### src/rtl/decoder_pkg.sv
// Shared types and constants for the sequential one-hot decoder.
package decoder_pkg;

    localparam int unsigned DEFAULT_N       = 3;
    localparam int unsigned DEFAULT_DWELL_W = 8;

    localparam logic MODE_STREAM = 1'b0;
    localparam logic MODE_SCAN   = 1'b1;

    typedef enum logic [1:0] {
        StIdle      = 2'd0,
        StStream    = 2'd1,
        StScanEmit  = 2'd2,
        StScanDwell = 2'd3
    } state_e;

endpackage

### src/rtl/decoder_fifo2.sv
// Two-entry FIFO holding stream codes between the producer and consumer handshakes.
module decoder_fifo2
    import decoder_pkg::*;
#(
    parameter int unsigned N = DEFAULT_N
) (
    input  logic         clk,
    input  logic         rst_n,
    input  logic         push,
    input  logic [N-1:0] push_data,
    input  logic         pop,
    output logic [1:0]   count,
    output logic [N-1:0] head
);

    logic [N-1:0] mem_q [2];
    logic         wr_ptr_q;
    logic         rd_ptr_q;
    logic [1:0]   count_q;
    logic         do_push;
    logic         do_pop;

    // Requests that would overflow or underflow are dropped.
    assign do_push = push && (count_q != 2'd2);
    assign do_pop  = pop && (count_q != 2'd0);

    assign count = count_q;
    assign head  = mem_q[rd_ptr_q];

    // Storage, pointers and occupancy; reset discards all buffered entries.
    always_ff @(posedge clk) begin
        if (!rst_n) begin
            mem_q[0] <= '0;
            mem_q[1] <= '0;
            wr_ptr_q <= 1'b0;
            rd_ptr_q <= 1'b0;
            count_q  <= 2'd0;
        end else begin
            if (do_push) begin
                mem_q[wr_ptr_q] <= push_data;
                wr_ptr_q        <= ~wr_ptr_q;
            end
            if (do_pop) begin
                rd_ptr_q <= ~rd_ptr_q;
            end
            case ({do_push, do_pop})
                2'b10:   count_q <= count_q + 2'd1;
                2'b01:   count_q <= count_q - 2'd1;
                default: count_q <= count_q;
            endcase
        end
    end

endmodule

### src/rtl/decoder_seq_rtl.sv
// Sequential N-to-2^N one-hot decoder with a stream path through a 2-entry buffer
// and a self-test scan mode that walks every code with a programmable dwell.
module decoder_seq_rtl
    import decoder_pkg::*;
#(
    parameter int unsigned N       = DEFAULT_N,
    parameter int unsigned DWELL_W = DEFAULT_DWELL_W
) (
    input  logic                clk,
    input  logic                rst_n,
    input  logic                en,
    input  logic                mode,
    input  logic [DWELL_W-1:0]  dwell,
    input  logic                in_valid,
    input  logic [N-1:0]        in_code,
    output logic                in_ready,
    output logic                out_valid,
    output logic [(1<<N)-1:0]   out_onehot,
    output logic [N-1:0]        out_code,
    input  logic                out_ready,
    output logic                scan_wrap
);

    localparam int unsigned Width = 1 << N;
    localparam logic [N-1:0] LastCode = {N{1'b1}};

    state_e             state_q, state_d;
    logic [N-1:0]       scan_q, scan_d;
    logic [DWELL_W-1:0] dwell_cnt_q, dwell_cnt_d;
    logic               drain_q, drain_d;
    logic               scan_wrap_q, scan_wrap_d;

    logic [1:0]         fifo_count;
    logic [N-1:0]       fifo_head;
    logic               push;
    logic               pop;

    assign push = in_valid && in_ready;
    assign pop  = (state_q == StStream) && out_ready && (fifo_count != 2'd0);

    decoder_fifo2 #(
        .N (N)
    ) u_fifo (
        .clk       (clk),
        .rst_n     (rst_n),
        .push      (push),
        .push_data (in_code),
        .pop       (pop),
        .count     (fifo_count),
        .head      (fifo_head)
    );

    // Next-state logic plus handshake outputs derived from registered state.
    always_comb begin
        state_d     = state_q;
        scan_d      = scan_q;
        dwell_cnt_d = dwell_cnt_q;
        drain_d     = drain_q;
        scan_wrap_d = 1'b0;
        in_ready    = 1'b0;
        out_valid   = 1'b0;
        out_code    = scan_q;

        case (state_q)
            StIdle: begin
                drain_d = 1'b0;
                if (en) begin
                    if (mode == MODE_SCAN) begin
                        state_d = StScanEmit;
                        scan_d  = '0;
                    end else begin
                        state_d = StStream;
                    end
                end
            end

            StStream: begin
                // Once a scan request is seen, stop accepting and drain what is buffered.
                in_ready  = en && (mode == MODE_STREAM) && !drain_q && (fifo_count != 2'd2);
                out_valid = (fifo_count != 2'd0);
                out_code  = fifo_head;
                if (mode == MODE_SCAN) begin
                    drain_d = 1'b1;
                end
                if (drain_q && (fifo_count == 2'd0)) begin
                    state_d = StIdle;
                    drain_d = 1'b0;
                end
            end

            StScanEmit: begin
                // The beat is held until it transfers; en and mode do not retract it.
                out_valid = 1'b1;
                if (out_ready) begin
                    if (scan_q == LastCode) begin
                        scan_wrap_d = 1'b1;
                        scan_d      = '0;
                    end else begin
                        scan_d = scan_q + N'(1);
                    end
                    if (mode == MODE_STREAM) begin
                        state_d = StIdle;
                    end else if (dwell != '0) begin
                        state_d     = StScanDwell;
                        dwell_cnt_d = dwell;
                    end
                end
            end

            StScanDwell: begin
                if (mode == MODE_STREAM) begin
                    state_d     = StIdle;
                    dwell_cnt_d = '0;
                end else if (en) begin
                    if (dwell_cnt_q <= DWELL_W'(1)) begin
                        state_d     = StScanEmit;
                        dwell_cnt_d = '0;
                    end else begin
                        dwell_cnt_d = dwell_cnt_q - DWELL_W'(1);
                    end
                end
            end

            default: begin
                state_d = StIdle;
            end
        endcase
    end

    // State, scan code, dwell counter and wrap pulse registers.
    always_ff @(posedge clk) begin
        if (!rst_n) begin
            state_q     <= StIdle;
            scan_q      <= '0;
            dwell_cnt_q <= '0;
            drain_q     <= 1'b0;
            scan_wrap_q <= 1'b0;
        end else begin
            state_q     <= state_d;
            scan_q      <= scan_d;
            dwell_cnt_q <= dwell_cnt_d;
            drain_q     <= drain_d;
            scan_wrap_q <= scan_wrap_d;
        end
    end

    assign scan_wrap = scan_wrap_q;

    // One-hot decode of the registered code, gated so idle cycles read all zeros.
    assign out_onehot = out_valid ? ({{(Width-1){1'b0}}, 1'b1} << out_code) : '0;

endmodule

### config.mk
export PLATFORM = sky130hd
export DESIGN_NAME = decoder_seq_rtl
export DESIGN_NICKNAME = d
export VERILOG_FILES = /design/src/rtl/decoder_pkg.sv /design/src/rtl/decoder_fifo2.sv /design/src/rtl/decoder_seq_rtl.sv
export SDC_FILE = /design/constraint.sdc
export NUM_CORES = 1
export LEC_CHECK = 0
export ABC_AREA = 1
export CAP_MARGIN = 25
export CORE_MARGIN = 5
export CORE_UTILIZATION = 30
export CTS_CLUSTER_DIAMETER = 120
export DETAILED_ROUTE_END_ITERATION = 6
export SLEW_MARGIN = 20
export SYNTH_ARGS = -nofsm -noshare
export SYNTH_HDL_FRONTEND = slang
export SYNTH_SLANG_ARGS = --single-unit
### constraint.sdc
create_clock -name clk -period 1.74 [get_ports clk]
set_input_delay 0.435 -clock clk [delete_from_list [all_inputs] [get_ports clk]]
set_output_delay 0.435 -clock clk [all_outputs]
set_load 0.1 [all_outputs]
==> results of run 1 <==
[registers in the layout (all words and copies together), names as in the netlist, named ones only]
name / cells
u_fifo.rd_ptr_q: 1
u_fifo.wr_ptr_q: 1
u_fifo.count: 2
u_fifo.mem_q: 6
scan_wrap: 1
state_q: 2
dwell_cnt_q: 8
scan_q: 3
drain_q: 1
[Yosys cell counts (all sizes together)]
cell and count:
nand3 14, a21oi 8, o21a 4, nand4 2
and2 1, edfxtp 6, dfxtp 20, a211oi 1
o21ai 21, nor4 1, nor2 57, nand3b 1
xnor2 2, a21boi 1, inv 36, buf 4
ha 9, xor2 1, o211a 1, nand2 76
[placed cells by master, fill, tap and decap left out, types with 2 or more instances in the layout]
cell             netlist  routed
edfxtp_1               6       6
a21oi_1                7       6
nand2_1               73      65
buf_6                  2       8
inv_1                 32      27
ha_4                   0       3
clkbuf_8               0       3
nand3_1               12      12
o21a_1                 4       4
nand4_1                2       2
o21ai_4                0       4
inv_2                  4       6
o21ai_2                1       6
buf_12                 0      15
xnor2_1                2       2
nor2_4                 0       9
nand2_4                2       7
inv_4                  0       3
nor2_1                53      44
buf_4                  1      20
dfxtp_1               20      18
o21ai_1                2       3
o21ai_0               18       8
clkdlybuf4s50_1        0      15
nand2_2                1       4
ha_1                   9       5
nor2_2                 4       4
[worst paths after layout]
check | from | endpoint
max | state_q[1] | out_onehot[6]
min reg2reg | scan_q[1] | scan_q[1]
max reg2reg | state_q[1] | u_fifo.count[1]
min | scan_q[1] | scan_q[1]
[layout make-up]
| cell class | instances | area [µm²] |
|---|---|---|
| well taps | 75 | 93.84 |
| clock buffers | 3 | 41.29 |
| multi-input cells | 200 | 1260 |
| inverters | 36 | 142.6 |
| fillers | 566 | 2963 |
| flip-flops and latches | 26 | 585.6 |
| repair buffers | 59 | 699.4 |
| clock inverters | 1 | 30.03 |
[where the power goes]
group	switching [mW]	internal, mW	leakage (nW)	total, mW
clock network	0.213	0.308	0.0357	0.521
registers	0.112	0.749	0.226	0.862
logic	1.38	0.913	1.05	2.29
total	1.71	1.97	1.31	3.68
[through the flow]
| step | setup TNS, ns | total power [mW] | instances |
|---|---|---|---|
| after CTS | -5.169 | 3.616 | 399 |
| final | -5.413 | 3.676 | 400 |
| after detailed placement | -7.800 | 2.981 | 392 |
| after global routing | -7.395 | 3.974 | 400 |
| after floorplan | -15.27 | 2.413 | 266 |
| after global placement | -7.111 | 2.949 | 392 |
[critical path: stages (launching register included)]
cell	delay [ns]
dfxtp_2	0.36
buf_4	0.11
ha_2	0.18
inv_2	0.06
a21boi_4	0.24
nand2_4	0.13
nor2_4	0.15
buf_12	0.18
[what timing repair did]
item                       4_1_cts  5_1_grt
setup buffers                    3        2
resized for setup               20       16
pin swaps                        8       12
setup endpoints to repair       24       34
[routing by layer]
| metal | global-route usage (%) | vias to the layer above |
|---|---|---|
| met5 | 0 | - |
| li1 | - | 959 |
| met2 | 20.77 | 37 |
| met3 | 1.325 | 2 |
| met4 | 2.975 | 0 |
| met1 | 17.10 | 816 |
[logic make-up after synthesis]
group	Yosys count
XOR/XNOR	3
flip-flops	26
adder cells (fa/ha/maj)	9
buffers and inverters	40
AND/OR/NAND/NOR	152
AO/OA/AOI/OAI	36
==> flow_metrics.tcl, run 1 <==
set metrics [dict create \
    fp.dieArea_um2 7543 \
    holdWs_ns 0.4996 \
    start_util_pct 30.46 \
    yosysSeqAreaShare_pct 32.77 \
    synth_area_leader_cell "dfxtp_1" \
    synth_xor_xnor_area_share_pct 1.483 \
    grt_pass1_wl_um 7645 \
    wl_met1_um 2111 \
    tightest_slew_ns 0.2595 \
    synth.area.mux_share_pct 0 \
    cts_made_buffers 3 \
    drt_first_iter_violations 45 \
    synth-simple-area-share_pct 37.36 \
    p_per_area_nw_per_um2 1289 \
    grt_max_degree 16 \
    hold_buffers 0 \
    rsz0062_at_grt "yes" \
    fin_crit_ns 2.125 \
    period_share_pct 122.1 \
    finalWorstSetupSlack_ns -0.3849 \
    drive_above_1_share_pct 32.00 \
    vdd.ir_drop.worst_uv 515.9 \
    worstRegToRegCells 13 \
    final_area_um2 2853 \
    crit_type "reg2out" \
    diodes 0 \
    antenna_left 0 \
    synth_top_family_by_area "simple AND/OR/NAND/NOR gates" \
    slew_violations 0 \
    num_io_pins 31 \
    utilization_pct 49.05 \
    reg2reg_slack_ns -0.22 \
    synth_warnings 0 \
    cts_tree "done" \
    maxCapViolCount 0 \
    crit_path_start_kind "register" \
    antenna_found_initial 0 \
    nets 352 \
    critical_path_required_ns 1.30 \
    clock-root-buffer "clkbuf_8" \
    endpoint_kind "output port" \
    leakagePower_nw 1.311 \
    synth_top_cell_area_share_pct 22.60 \
    hold_path_depth 2 \
    synth_compound_gate_area_share_pct 12.43 \
    rows 28 \
    io_buffers 30 \
    syn_inst 266 \
    routedWlPerCell_um 11.38 \
    first_pass_iters 5 \
    gr-total-overflow 0 \
    relSlewSlack_pct 82.54 \
    top_layer "met4" \
    die_h_um 86.85 \
    finalSetupViolations 24 \
    run_status "finished with violations" \
    post_dp_cell_area_um2 2651 \
    synthesis.area_um2 1772 \
    cts_num_sinks 26 \
    grt_use_total_pct 12.43 \
    hold_viol_final 0 \
    clk_path_buf_depth 2 \
    core_area_um2 5816 \
    ys_ff_latch 26 \
    area_delta_synth_final_pct 61.02 \
    synthAdderAreaFrac_pct 6.356 \
    pre_cts_slack_ns -0.4851 \
    synth_cell_types 31 \
    cp.arrival_ns 1.69 \
    via_per_inst 4.535 \
    gp_congestion 0.8702 \
    fmaxAchievable_mhz 470.6 \
    vias 1814 \
    ys_top_cells_by_area "dfxtp_1, nand2_1, nor2_1" \
    dpl.hpwl_um 3591 \
    clock_skew_ns 0.002224 \
    avgSynthCellArea_um2 6.661 \
    die_w_um 86.85 \
    met2RoutedLength_um 2211 \
    hold_path.class "reg2reg" \
    first_global_vias 1686 \
    dr_wl_met3_um 189 \
    path_clk_slew_ns 0.10 \
    drt-total-wl_um 4551 \
    clk-insertion-delay-late_ns 0.28 \
    drc_errors 0 \
    cts_max_level 1 \
    synthesis.nets 292 \
    violations "setup timing" \
    path_max_fanout 4 \
]
Power figures use the tool's default switching activity.
==> run 2: changes to the inputs <==
--- a/config.mk
+++ b/config.mk
@@ -11,6 +11,7 @@
 export CORE_UTILIZATION = 30
 export CTS_CLUSTER_DIAMETER = 120
 export DETAILED_ROUTE_END_ITERATION = 6
+export GPL_TIMING_DRIVEN = 0
 export SLEW_MARGIN = 20
 export SYNTH_ARGS = -nofsm -noshare
 export SYNTH_HDL_FRONTEND = slang
==> run 2 against run 1 <==
The flow still finishes with violations (setup timing). Global-route usage down 0.46 points. Sequential share of layout area up 1.2 points. Clock skew increased by 0.012 ns. Clock-buffer cell count stayed put. Clock power is 2% lower. First-iteration DRC count rose by 24%. Non-clock buffer count shrank 15. Die area is the same. Sequential cell count unchanged. Wire length is 4.1% lower. Power fell by 1.6%. Highest routed layer unchanged.
==> flow_metrics.tcl, run 2 (synthesized netlist as in run 1, its figures left out) <==
set metrics [dict create \
    rows 28 \
    relSlewSlack_pct 63.93 \
    io_buffers 29 \
    critPathTopFamily "flip-flops" \
    gr-total-overflow 0 \
    largest_register_ffs 8 \
    drt-total-wl_um 4364 \
    crit_chain "inv_4 > ha_4 > o21ai_4 > a21boi_4 > nand2_4 > nor2_4 > buf_12" \
    nets 337 \
    finalWorstSetupSlack_ns -0.4314 \
    area_delta_synth_final_pct 52.40 \
    final_area_um2 2700 \
    reg_top3 "dwell_cnt_q (8), u_fifo.mem_q (6), scan_q (3)" \
    crit_type "reg2out" \
    first_global_vias 1636 \
    antenna_left 0 \
    pre_cts_slack_ns -1.303 \
    drive_above_1_share_pct 29.03 \
    die_w_um 86.85 \
    run_status "finished with violations" \
    maxCapViolCount 0 \
    start_util_pct 30.46 \
    antenna_found_initial 0 \
    cts_made_buffers 3 \
    max_flop_register "dwell_cnt_q" \
    path_max_fanout 6 \
    vias 1709 \
    fin_crit_ns 2.171 \
    path_clk_slew_ns 0.10 \
    endpoint_kind "output port" \
    drt_first_iter_violations 56 \
    via_per_inst 4.439 \
    cts_tree "done" \
    critical_path_required_ns 1.30 \
    clock_skew_ns 0.01376 \
    hold_path.class "in2reg" \
    fp.dieArea_um2 7543 \
    violations "setup timing" \
    period_share_pct 124.8 \
    place_inst 370 \
    core_area_um2 5816 \
    fin_cells 385 \
    rsz0062_at_grt "yes" \
    dpl.hpwl_um 3253 \
    cts_num_sinks 26 \
    clk_path_buf_depth 2 \
    slowest_stage "dfxtp_2" \
    fillCellCount 569 \
    leakagePower_nw 1.211 \
    grt_max_degree 16 \
    final_cell_mix "nand2_1, nor2_1, inv_1, dfxtp_1, clkdlybuf4s50_1" \
    p_per_area_nw_per_um2 1340 \
    slew_violations 0 \
    hold_viol_final 0 \
    finalSetupTns_ns -5.713 \
    hold_buffers 0 \
    finalSetupViolations 21 \
    clk-insertion-delay-late_ns 0.28 \
    tightest_slew_ns 0.5435 \
    gp_congestion 0.8188 \
    cp_slowest_stage_delay_ns 0.35 \
    routedWlPerCell_um 11.34 \
    die_h_um 86.85 \
    clock-root-buffer "clkbuf_8" \
    crit_path_start_kind "register" \
    vdd.ir_drop.worst_uv 601.5 \
    cp.arrival_ns 1.74 \
    first_pass_iters 4 \
    fmaxAchievable_mhz 460.5 \
    drc_errors 0 \
    post_dp_cell_area_um2 2340 \
    diodes 0 \
    grt_pass1_wl_um 7293 \
    cts_max_level 1 \
    path_buf_inv 2 \
    layout_commonest_cell "nand2_1" \
    num_io_pins 31 \
    grt_use_total_pct 11.96 \
]
-- run 2: cell types whose count changed in the layout (fill, tap and decap cells not counted), sizes merged --
cell           change
buf               -15
clkdlybuf4s15      +1
clkdlybuf4s50      -1
-- run 2: worst min-delay path, cell delays in order --
cell and delay, ns:
buf_4 0.16, nand2_1 0.08, nor2_1 0.04
-- run 2: area by class of cell --
class                      instances  area, µm²  area share, %
inverter                          36      140.1          5.190
tap                               75      93.84          3.475
buffer                             3      23.77         0.8804
multi-input combinational        200       1270          47.03
sequential                        26      585.6          21.69
timing repair buffer              41      515.5          19.09
clock inverter                     1      30.03          1.112
clock buffer                       3      41.29          1.529
-- run 2: per-layer routing --
metal	vias up	routed length (µm)	GRT usage, %
met3	4	134	2.365
met1	755	1970	14.81
met5	-	0	0
met2	20	2222	21.39
li1	930	-	-
met4	0	37	2.408
-- run 2: through the flow --
step | power [mW] | hold WS (ns) | util (%)
floorplan | 2.413 | 0.4604 | -
global route | 3.909 | 0.4585 | 46.43
global placement | 2.754 | 0.4808 | 40.23
finish | 3.617 | 0.4565 | 46.43
CTS | 3.489 | 0.4640 | 45.25
detailed placement | 2.758 | 0.4831 | 40.23
-- run 2: power breakdown --
group | switching (mW) | internal, mW
combinational | 1.36 | 0.887
sequential | 0.106 | 0.749
clock | 0.204 | 0.308
total | 1.67 | 1.94
-- run 2: worst paths after layout --
| path | slack [ns] | depth (start not counted) | endpoint | startpoint |
|---|---|---|---|---|
| setup reg to reg | -0.28 | 12 | u_fifo.count[1] | state_q[1] |
| hold / removal | 0.46 | 3 | state_q[1] | rst_n |
| setup / recovery | -0.43 | 7 | out_onehot[7] | state_q[1] |
| hold reg to reg | 0.50 | 2 | register | u_fifo.rd_ptr_q |
-- run 2: what timing repair did --
action	4_1_cts	5_1_grt
buffers inserted	7	5
hold endpoints to repair	0	0
endpoints found under the setup margin	22	33
pin swaps	8	7
resized for setup	134	12
